## src/rtl/burst_write_controller.sv

```systemverilog
// rtl/burst_write_controller.sv - drains the store burst buffer to the external memory port as write bursts
module burst_write_controller #(
    parameter int BUFFER_DEPTH = 1024,
    parameter int BURST_LENGTH = 16,
    parameter int TIMEOUT      = 256,
    parameter int ADDR_WIDTH   = 32
) (
    input  logic                              clk_i,
    input  logic                              rst_n_i,
    input  logic                              flush_i,
    input  logic                              drain_i,
    input  logic                              base_load_i,
    input  logic [ADDR_WIDTH-1:0]             base_addr_i,
    input  logic [$clog2(BUFFER_DEPTH)-1:0]   buf_size_i,
    input  logic                              buf_valid_i,
    input  logic [31:0]                       buf_data_i,
    output logic                              buf_pull_o,
    output logic                              ext_req_o,
    output logic [ADDR_WIDTH-1:0]             ext_addr_o,
    output logic [$clog2(BURST_LENGTH):0]     ext_len_o,
    input  logic                              ext_grant_i,
    output logic [31:0]                       ext_data_o,
    output logic                              ext_data_valid_o,
    input  logic                              ext_ready_i,
    input  logic                              ext_done_i,
    output logic                              idle_o
);

    localparam int SIZE_W = $clog2(BUFFER_DEPTH);
    localparam int LEN_W  = $clog2(BURST_LENGTH) + 1;
    localparam int TMR_W  = $clog2(TIMEOUT + 1);

    localparam logic [SIZE_W-1:0] BURST_SZ  = SIZE_W'(BURST_LENGTH);
    localparam logic [LEN_W-1:0]  BURST_LEN = LEN_W'(BURST_LENGTH);
    localparam logic [TMR_W-1:0]  TMR_LAST  = TMR_W'(TIMEOUT - 1);

    typedef enum logic [1:0] {
        ST_IDLE,
        ST_REQUEST,
        ST_TRANSFER,
        ST_WAIT_DONE
    } state_t;

    state_t                  state;
    logic [TMR_W-1:0]        timer;
    logic [LEN_W-1:0]        len;
    logic [LEN_W-1:0]        remaining;
    logic                    pending;
    logic [ADDR_WIDTH-1:0]   pointer;

    logic                    size_nz;
    logic                    trigger;
    logic [LEN_W-1:0]        burst_len;
    logic                    beat_free;

    assign size_nz   = (buf_size_i != '0);
    assign trigger   = buf_valid_i && size_nz &&
                       ((buf_size_i >= BURST_SZ) || drain_i || (timer == TMR_LAST));
    assign burst_len = (buf_size_i >= BURST_SZ) ? BURST_LEN : LEN_W'(buf_size_i);
    // The output slot is free when nothing is held or the held beat leaves this cycle.
    assign beat_free = !pending || ext_ready_i;

    assign buf_pull_o       = (state == ST_TRANSFER) && (remaining != '0) && size_nz && beat_free;
    assign ext_addr_o       = pointer;
    assign ext_len_o        = len;
    assign ext_data_o       = buf_data_i;
    assign ext_data_valid_o = pending;
    assign idle_o           = (state == ST_IDLE) && !pending;

    always_ff @(posedge clk_i or negedge rst_n_i) begin
        if (!rst_n_i) begin
            state     <= ST_IDLE;
            timer     <= '0;
            len       <= '0;
            remaining <= '0;
            pending   <= 1'b0;
            pointer   <= '0;
            ext_req_o <= 1'b0;
        end else if (flush_i) begin
            state     <= ST_IDLE;
            timer     <= '0;
            len       <= '0;
            remaining <= '0;
            pending   <= 1'b0;
            ext_req_o <= 1'b0;
        end else begin
            case (state)
                ST_IDLE: begin
                    // A base load takes the cycle; a coincident trigger is re-evaluated next cycle.
                    if (base_load_i) begin
                        pointer <= base_addr_i;
                    end else if (trigger) begin
                        len       <= burst_len;
                        timer     <= '0;
                        ext_req_o <= 1'b1;
                        state     <= ST_REQUEST;
                    end else if (!size_nz) begin
                        timer <= '0;
                    end else if (timer != TMR_LAST) begin
                        timer <= timer + 1'b1;
                    end
                end
                ST_REQUEST: begin
                    if (ext_grant_i) begin
                        remaining <= len;
                        ext_req_o <= 1'b0;
                        state     <= ST_TRANSFER;
                    end
                end
                ST_TRANSFER: begin
                    if (buf_pull_o) begin
                        remaining <= remaining - 1'b1;
                        pending   <= 1'b1;
                    end else if (ext_ready_i) begin
                        pending <= 1'b0;
                    end
                    if ((remaining == '0) && beat_free) begin
                        state <= ST_WAIT_DONE;
                    end
                end
                ST_WAIT_DONE: begin
                    if (ext_done_i) begin
                        pointer <= pointer + ADDR_WIDTH'({len, 2'b00});
                        state   <= ST_IDLE;
                    end
                end
                default: state <= ST_IDLE;
            endcase
        end
    end

endmodule

```

## config.mk

```make
export PLATFORM = sky130hd
export DESIGN_NAME = burst_write_controller
export DESIGN_NICKNAME = d
export VERILOG_FILES = /design/src/rtl/burst_write_controller.sv
export SDC_FILE = /design/constraint.sdc
export NUM_CORES = 1
export LEC_CHECK = 0
export BUFFER_PORTS_ARGS = -buffer_cell sky130_fd_sc_hd__buf_2
export CAP_MARGIN = 20
export CORE_MARGIN = 2
export CORE_UTILIZATION = 55
export CTS_BUF_LIST = sky130_fd_sc_hd__clkbuf_2 sky130_fd_sc_hd__clkbuf_4 sky130_fd_sc_hd__clkbuf_8
export DETAILED_ROUTE_END_ITERATION = 12
export PLACE_DENSITY = 0.89
export SKIP_CTS_REPAIR_TIMING = 1
export SYNTH_ARGS = -nofsm -noshare
export SYNTH_HDL_FRONTEND = slang
export SYNTH_SLANG_ARGS = --single-unit
```

## constraint.sdc

```tcl
create_clock -name clk_i -period 6.57 [get_ports clk_i]
set_clock_uncertainty 0.05 [all_clocks]
set_input_delay 1.314 -clock clk_i [delete_from_list [all_inputs] [get_ports clk_i]]
set_output_delay 1.314 -clock clk_i [all_outputs]
set_load 0.005 [all_outputs]
```

# Yosys cells after proc, flatten, opt, wreduce, memory -nomap -nowiden
# Index checks and enable logic that the tools add are counted.
op_classes:
  n_mux: 34
  add_sub_neg: 3
  n_eq_ne: 15
  magnitude_cmp: 1
  reduce_logical: 29
  bitwise: 1
ops:
  columns: ["operator", "n"]
  rows:
  - ["two-way mux 32 bit", 2]
  - ["case mux 32 bit (2 select lines)", 1]
  - ["two-way mux 9 bit", 6]
  - ["two-way mux 5 bit", 8]
  - ["adder 32 x 7 -> 32 bit", 1]
  - ["!= test 3 bit (second input constant)", 5]
  - ["two-way mux 2 bit", 6]
  - [">= comparator 10 x 5 -> 1 bit (second input constant)", 1]
  - ["case mux 5 bit (2 select lines)", 1]
  - ["nonzero test 10 bit", 1]
  - ["adder 9 x 1 -> 9 bit (second input constant)", 1]
  - ["equality test 9 x 8 -> 1 bit (second input constant)", 1]
  - ["!= test 9 x 8 -> 1 bit (second input constant)", 1]
  - ["AND reduction 3 bit", 3]
  - ["nonzero test 3 bit", 3]
  - ["two-way mux 1 bit", 8]
  - ["case mux 2 bit (4 select lines)", 1]
  - ["AND reduction 4 bit", 2]
  - ["nonzero test 2 bit", 4]
  - ["logical AND 1 bit", 7]
  - ["!= test 2 bit (second input constant)", 3]
  - ["logical NOT 5 bit", 1]
  - ["AND reduction 5 bit", 1]
  - ["nonzero test 5 bit", 1]
  - ["11 further kinds", 14]
totals:
  regBits: 55
  input_bits: 83
  wordCells: 90
  out_inout_bits: 73

# Logic depth before layout (Yosys ltp)
logic_depth:
  ltp_word: 8
  depth_mapped: 10
  depth_no_buf: 10

# Least setup slack after synthesis
# OpenSTA, ideal clock, no wires.
synth_timing:
  path_kind: "input port to output port"
  start: "input port buf_size_i[0]"
  end: "output port buf_pull_o"
  stages: 4
  t_required_ns: 5.206
  slack_ns: 3.130
  path_buffers: 1
  t_arrival_ns: 2.076
  cell_sequence: "nor4_1 > and3_1 > buf_2 > nor3_1"
synth_via:
  elab_chain_cells: 3
synth_rtl:
  columns: ["item", "line_no", "source"]
  rows:
  - ["start, declared", "14", "input logic [$clog2(BUFFER_DEPTH)-1:0] buf_size_i,"]
  - ["nonzero test 10 bit", "56", "assign size_nz = (buf_size_i != '0);"]
  - ["logical AND 1 bit (2 in series)", "63", "assign buf_pull_o = (state == ST_TRANSFER) && (remaining != '0) && size_nz && beat_free;"]
  - ["end, declared", "17", "output logic buf_pull_o,"]
# Every way passes these cells.

# Final worst setup path
# Same ends and word-level chain as after synthesis.

==> summary.txt <==
Power
  • Clock share of power: about 14%
  • Leak: 0.001954 uW
  • Comb power frac: 46.8%
  • Peak supply drop: 176.6 uV
  • Sequential Power Share: 39.6%
  • Pwr dens: 344.1 nW/um2
  • Pint: 831.3 uW
  • Sw Pwr: 653.0 uW
  • Switching share of power: 43.99%

Yosys
  • Synthesized flop and latch total: 55
  • Syn_area_per_cell: slightly below 9 um2
  • Compound-cell area share of the yosys netlist: between 20% and 30%
  • Simple-gate portion of the synthesized area: 23.41%
  • Post-synth ARST share: 100.0%
  • Most used flip-flop cell after synthesis: dfrtp_1
  • Xor/xnor share of the synthesized area: 0.8931%
  • Largest family of logic cells by synthesized area: simple AND/OR/NAND/NOR gates
  • Sequential element share of the synthesized area: about a third
  • Post-synthesis cell area: 3923 um2
  • Adder-Cell Fraction of Synth Area: 4.657%
  • Syn nets: between 500 and 600
  • Post-synth EDFFs: 0
  • Yosys cell types: 61
  • Synth Warn #: 0
  • Post-synthesis cell count: ~450
  • Portion of netlist area occupied by mux cells: 2.935%

Place
  • Dpl ws: 2592 ps
  • RePlAce Congestion: slightly above 0.9
  • Detailed placer's ending HPWL: 6.943 mm
  • Post-place instance area: 4192 um2
  • Port bufs: roughly 90
  • Inst Count DP: ~590

Floorplan
  • Die width: 88.45 um
  • IO Pins: 156
  • Die height: 88.45 um
  • Core box area: 6832 um2
  • Initial core utilization: 57.42%
  • Placement row count: 30
  • Die ar.: 7823 um2

Clocking
  • CTS tree: done
  • Num CTS Buffers: 5
  • Htree depth: 2
  • Clk root buf: clkbuf_8
  • Clock transition at path regs: 100 ps
  • Clock Path Buffers: 2
  • Clk Latency, worst-skew pair: 330 ps
  • Clock Sink Count: 55

Worst setup path
  • Most common cell on crit path: buf_2
  • Cell Chain, Critical Path: buf_2 -> nor4_1 -> and3_1 -> nor3_1 -> buf_2
  • Top delay family on crit path: simple AND/OR/NAND/NOR gates
  • Arrival time of the worst setup path: 2630 ps
  • Setup crit end kind: output port
  • Worst Path Max Fanout: 7
  • Slowest CP cell: nor4_1
  • Type of origin of the critical path: input port
  • R2R Setup Slk: 3760 ps
  • Critical path type: input port to output port
  • Critical path data required time: 5210 ps
  • Worst Path Buf+Inv: 2
  • CP peak stage delay: between 500 and 600 ps

Global route
  • GR Overflow Total: 0
  • Antenna violations before repair: 0
  • Via count of the first global-routing pass: 3,481
  • Gr usage total: 25.93%
  • First-pass GRT wire length: 16.19 mm
  • Largest net degree at the start of global routing: 56

Timing
  • Tcrit/Tclk final: 60.86%
  • Fin crit period: 3999 ps
  • Final setup margin: 2571 ps
  • Finish-stage setup viols: 0
  • Fmax: between 200 and 300 MHz
  • Pins Over Slew Limit: 0
  • Max-slew headroom: 38.37%
  • Setup TNS: 0 ps
  • Actual slew at the worst max-slew pin: about 900 ps
  • Final-report hold violation count: 0
  • Unrepaired setup endpoints after global routing: false

Cells and area
  • Finished Cell Area: 4313 um2
  • Diodes inserted: 0
  • Nets@finish: 598
  • Synthesis-to-layout area growth: 9.952%
  • Util after Layout: 63.13%
  • Fin cells: 598
  • Proportion of layout cells with a drive suffix above 1: 24.50%

Route
  • DR iter-0 viols: 240
  • 1st-pass router iterations: 5
  • Top Metal Used: met4
  • WL met2: 4.674 mm
  • Wire per inst: 16.13 um
  • Routed WL: 9.644 mm
  • Detail Route Antenna Nets: 0
  • Vias: between 3,000 and 4,000
  • Met3 Routed Length: 712 um
  • Met1 Wirelength: 4.156 mm
  • Vias/cell: 6.122
  • DRC viols: 0

Status
  • Outcome: finished clean

Min path
  • Worst Hold Class: register to register

Job
  • Max-capacitance violation count: 0
[cell families (layout without fill, tap and decap cells)]
logic type	count (synthesis)	in the layout
xor+xnor	4	4
simple gates	168	168
fa+ha+maj	14	14
mux	11	11
compound gates	128	128
flops	55	55
buf+inv	69	122
[worst reg2reg max path: cells and delay by family, from the launching register on]
family	cells	cell delay, ps
adders and majority gates	1	820
AOI/OAI and AO/OA	2	450
buffers and inverters	1	350
and+or+nand+nor	3	570
DFF	1	430
[registers in the layout (all words and copies together), names as in the netlist]
name and count:
ext_addr_o 32, timer 9, ext_len_o 5, remaining 5
state 2, ext_data_valid_o 1, ext_req_o 1
[metal layers]
layer  GRT usage, %  vias up
met5              0        -
met4          6.887        0
met3          4.291       15
met2          43.95      177
met1          34.59     1740
li1               -     1729
[Yosys cell counts, types with 2 or more instances]
cell,n,area share (%)
a211oi_1,7,1.3
a21o_1,6,1.1
a21oi_1,32,4.1
a221oi_1,2,0.45
a22o_1,8,1.8
a2bb2oi_1,3,0.67
a311oi_1,6,1.3
a31o_2,2,0.45
a31oi_1,4,0.64
a41oi_1,2,0.45
and3_1,16,2.6
and3_2,3,0.57
and4b_1,2,0.51
buf_2,2,0.26
buf_4,32,6.1
clkbuf_1,12,1.1
dfrtp_1,55,35
ha_1,13,4.1
inv_1,20,1.9
mux2_2,4,1.1
mux2i_1,7,1.8
nand2_1,31,3.0
nand2b_1,6,0.96
nand3_1,26,3.3
nand3_4,2,0.89
nand3b_1,2,0.38
nand4_1,6,0.96
nor2_1,34,3.3
nor2b_1,10,1.6
nor3_1,15,1.9
nor4_4,2,1.1
o211ai_1,5,0.96
o21ai_0,24,3.1
o22a_1,3,0.67
o22ai_1,6,0.96
o311ai_0,2,0.45
o31ai_1,3,0.57
o41ai_1,2,0.45
or2_2,2,0.32
or3_1,3,0.48
or4_1,4,0.77
xnor2_1,4,0.89
[power by group through the flow]
| stage | Combinational [uW] | Clock [uW] | Sequential [uW] |
|---|---|---|---|
| CTS | 678 | 205 | 585 |
| finish | 694 | 203 | 587 |
| global placement | 646 | 0 | 583 |
| detailed placement | 674 | 0 | 592 |
| global route | 782 | 218 | 609 |
| floorplan | 464 | 0 | 576 |
[through the flow]
| stage | hold WS, ps | power [uW] |
|---|---|---|
| after floorplan | 416.1 | 1040 |
| after global placement | 436.1 | 1230 |
| after detailed placement | 442.9 | 1266 |
| after CTS | 466.2 | 1468 |
| after global routing | 473.0 | 1610 |
| final | 459.0 | 1484 |
[placed cells by master (no fill, tap or decap), drive strengths merged, types with 4 or more instances in the layout]
master,instances
xnor2,4
nand3,28
nor2b,10
a22o,8
a311oi,6
mux2,4
clkbuf,5
nand4,6
nor2,34
a31oi,4
o211ai,5
nand2,31
o21ai,24
a211oi,8
nor3,15
inv,20
o22ai,6
nand2b,6
a21oi,32
buf,94
mux2i,7
and3,19
dfrtp,55
or4,4
a21o,6
ha,13
or3,4
[worst paths after layout]
kind / start / to / depth (start not counted)
max in group asynchronous: rst_n_i / ext_data_valid_o / 2
max: buf_size_i[0] / buf_pull_o / 5
min in group asynchronous: rst_n_i / ext_addr_o[13] / 2
min: ext_addr_o[0] / ext_addr_o[0] / 1
min reg2reg: ext_addr_o[0] / ext_addr_o[0] / 1
max reg2reg: state[1] / ext_addr_o[17] / 7
[final cells by class]
cell class / count / area (um2)
flip-flops and latches: 55 / 1376
repair buffers: 94 / 498.0
fillers: 624 / 2519
clock inverters: 3 / 25.02
clock buffers: 5 / 68.82
well taps: 96 / 120.1
multi-input cells: 325 / 2150
inverters: 20 / 75.07
Power figures use the tool's default switching activity.
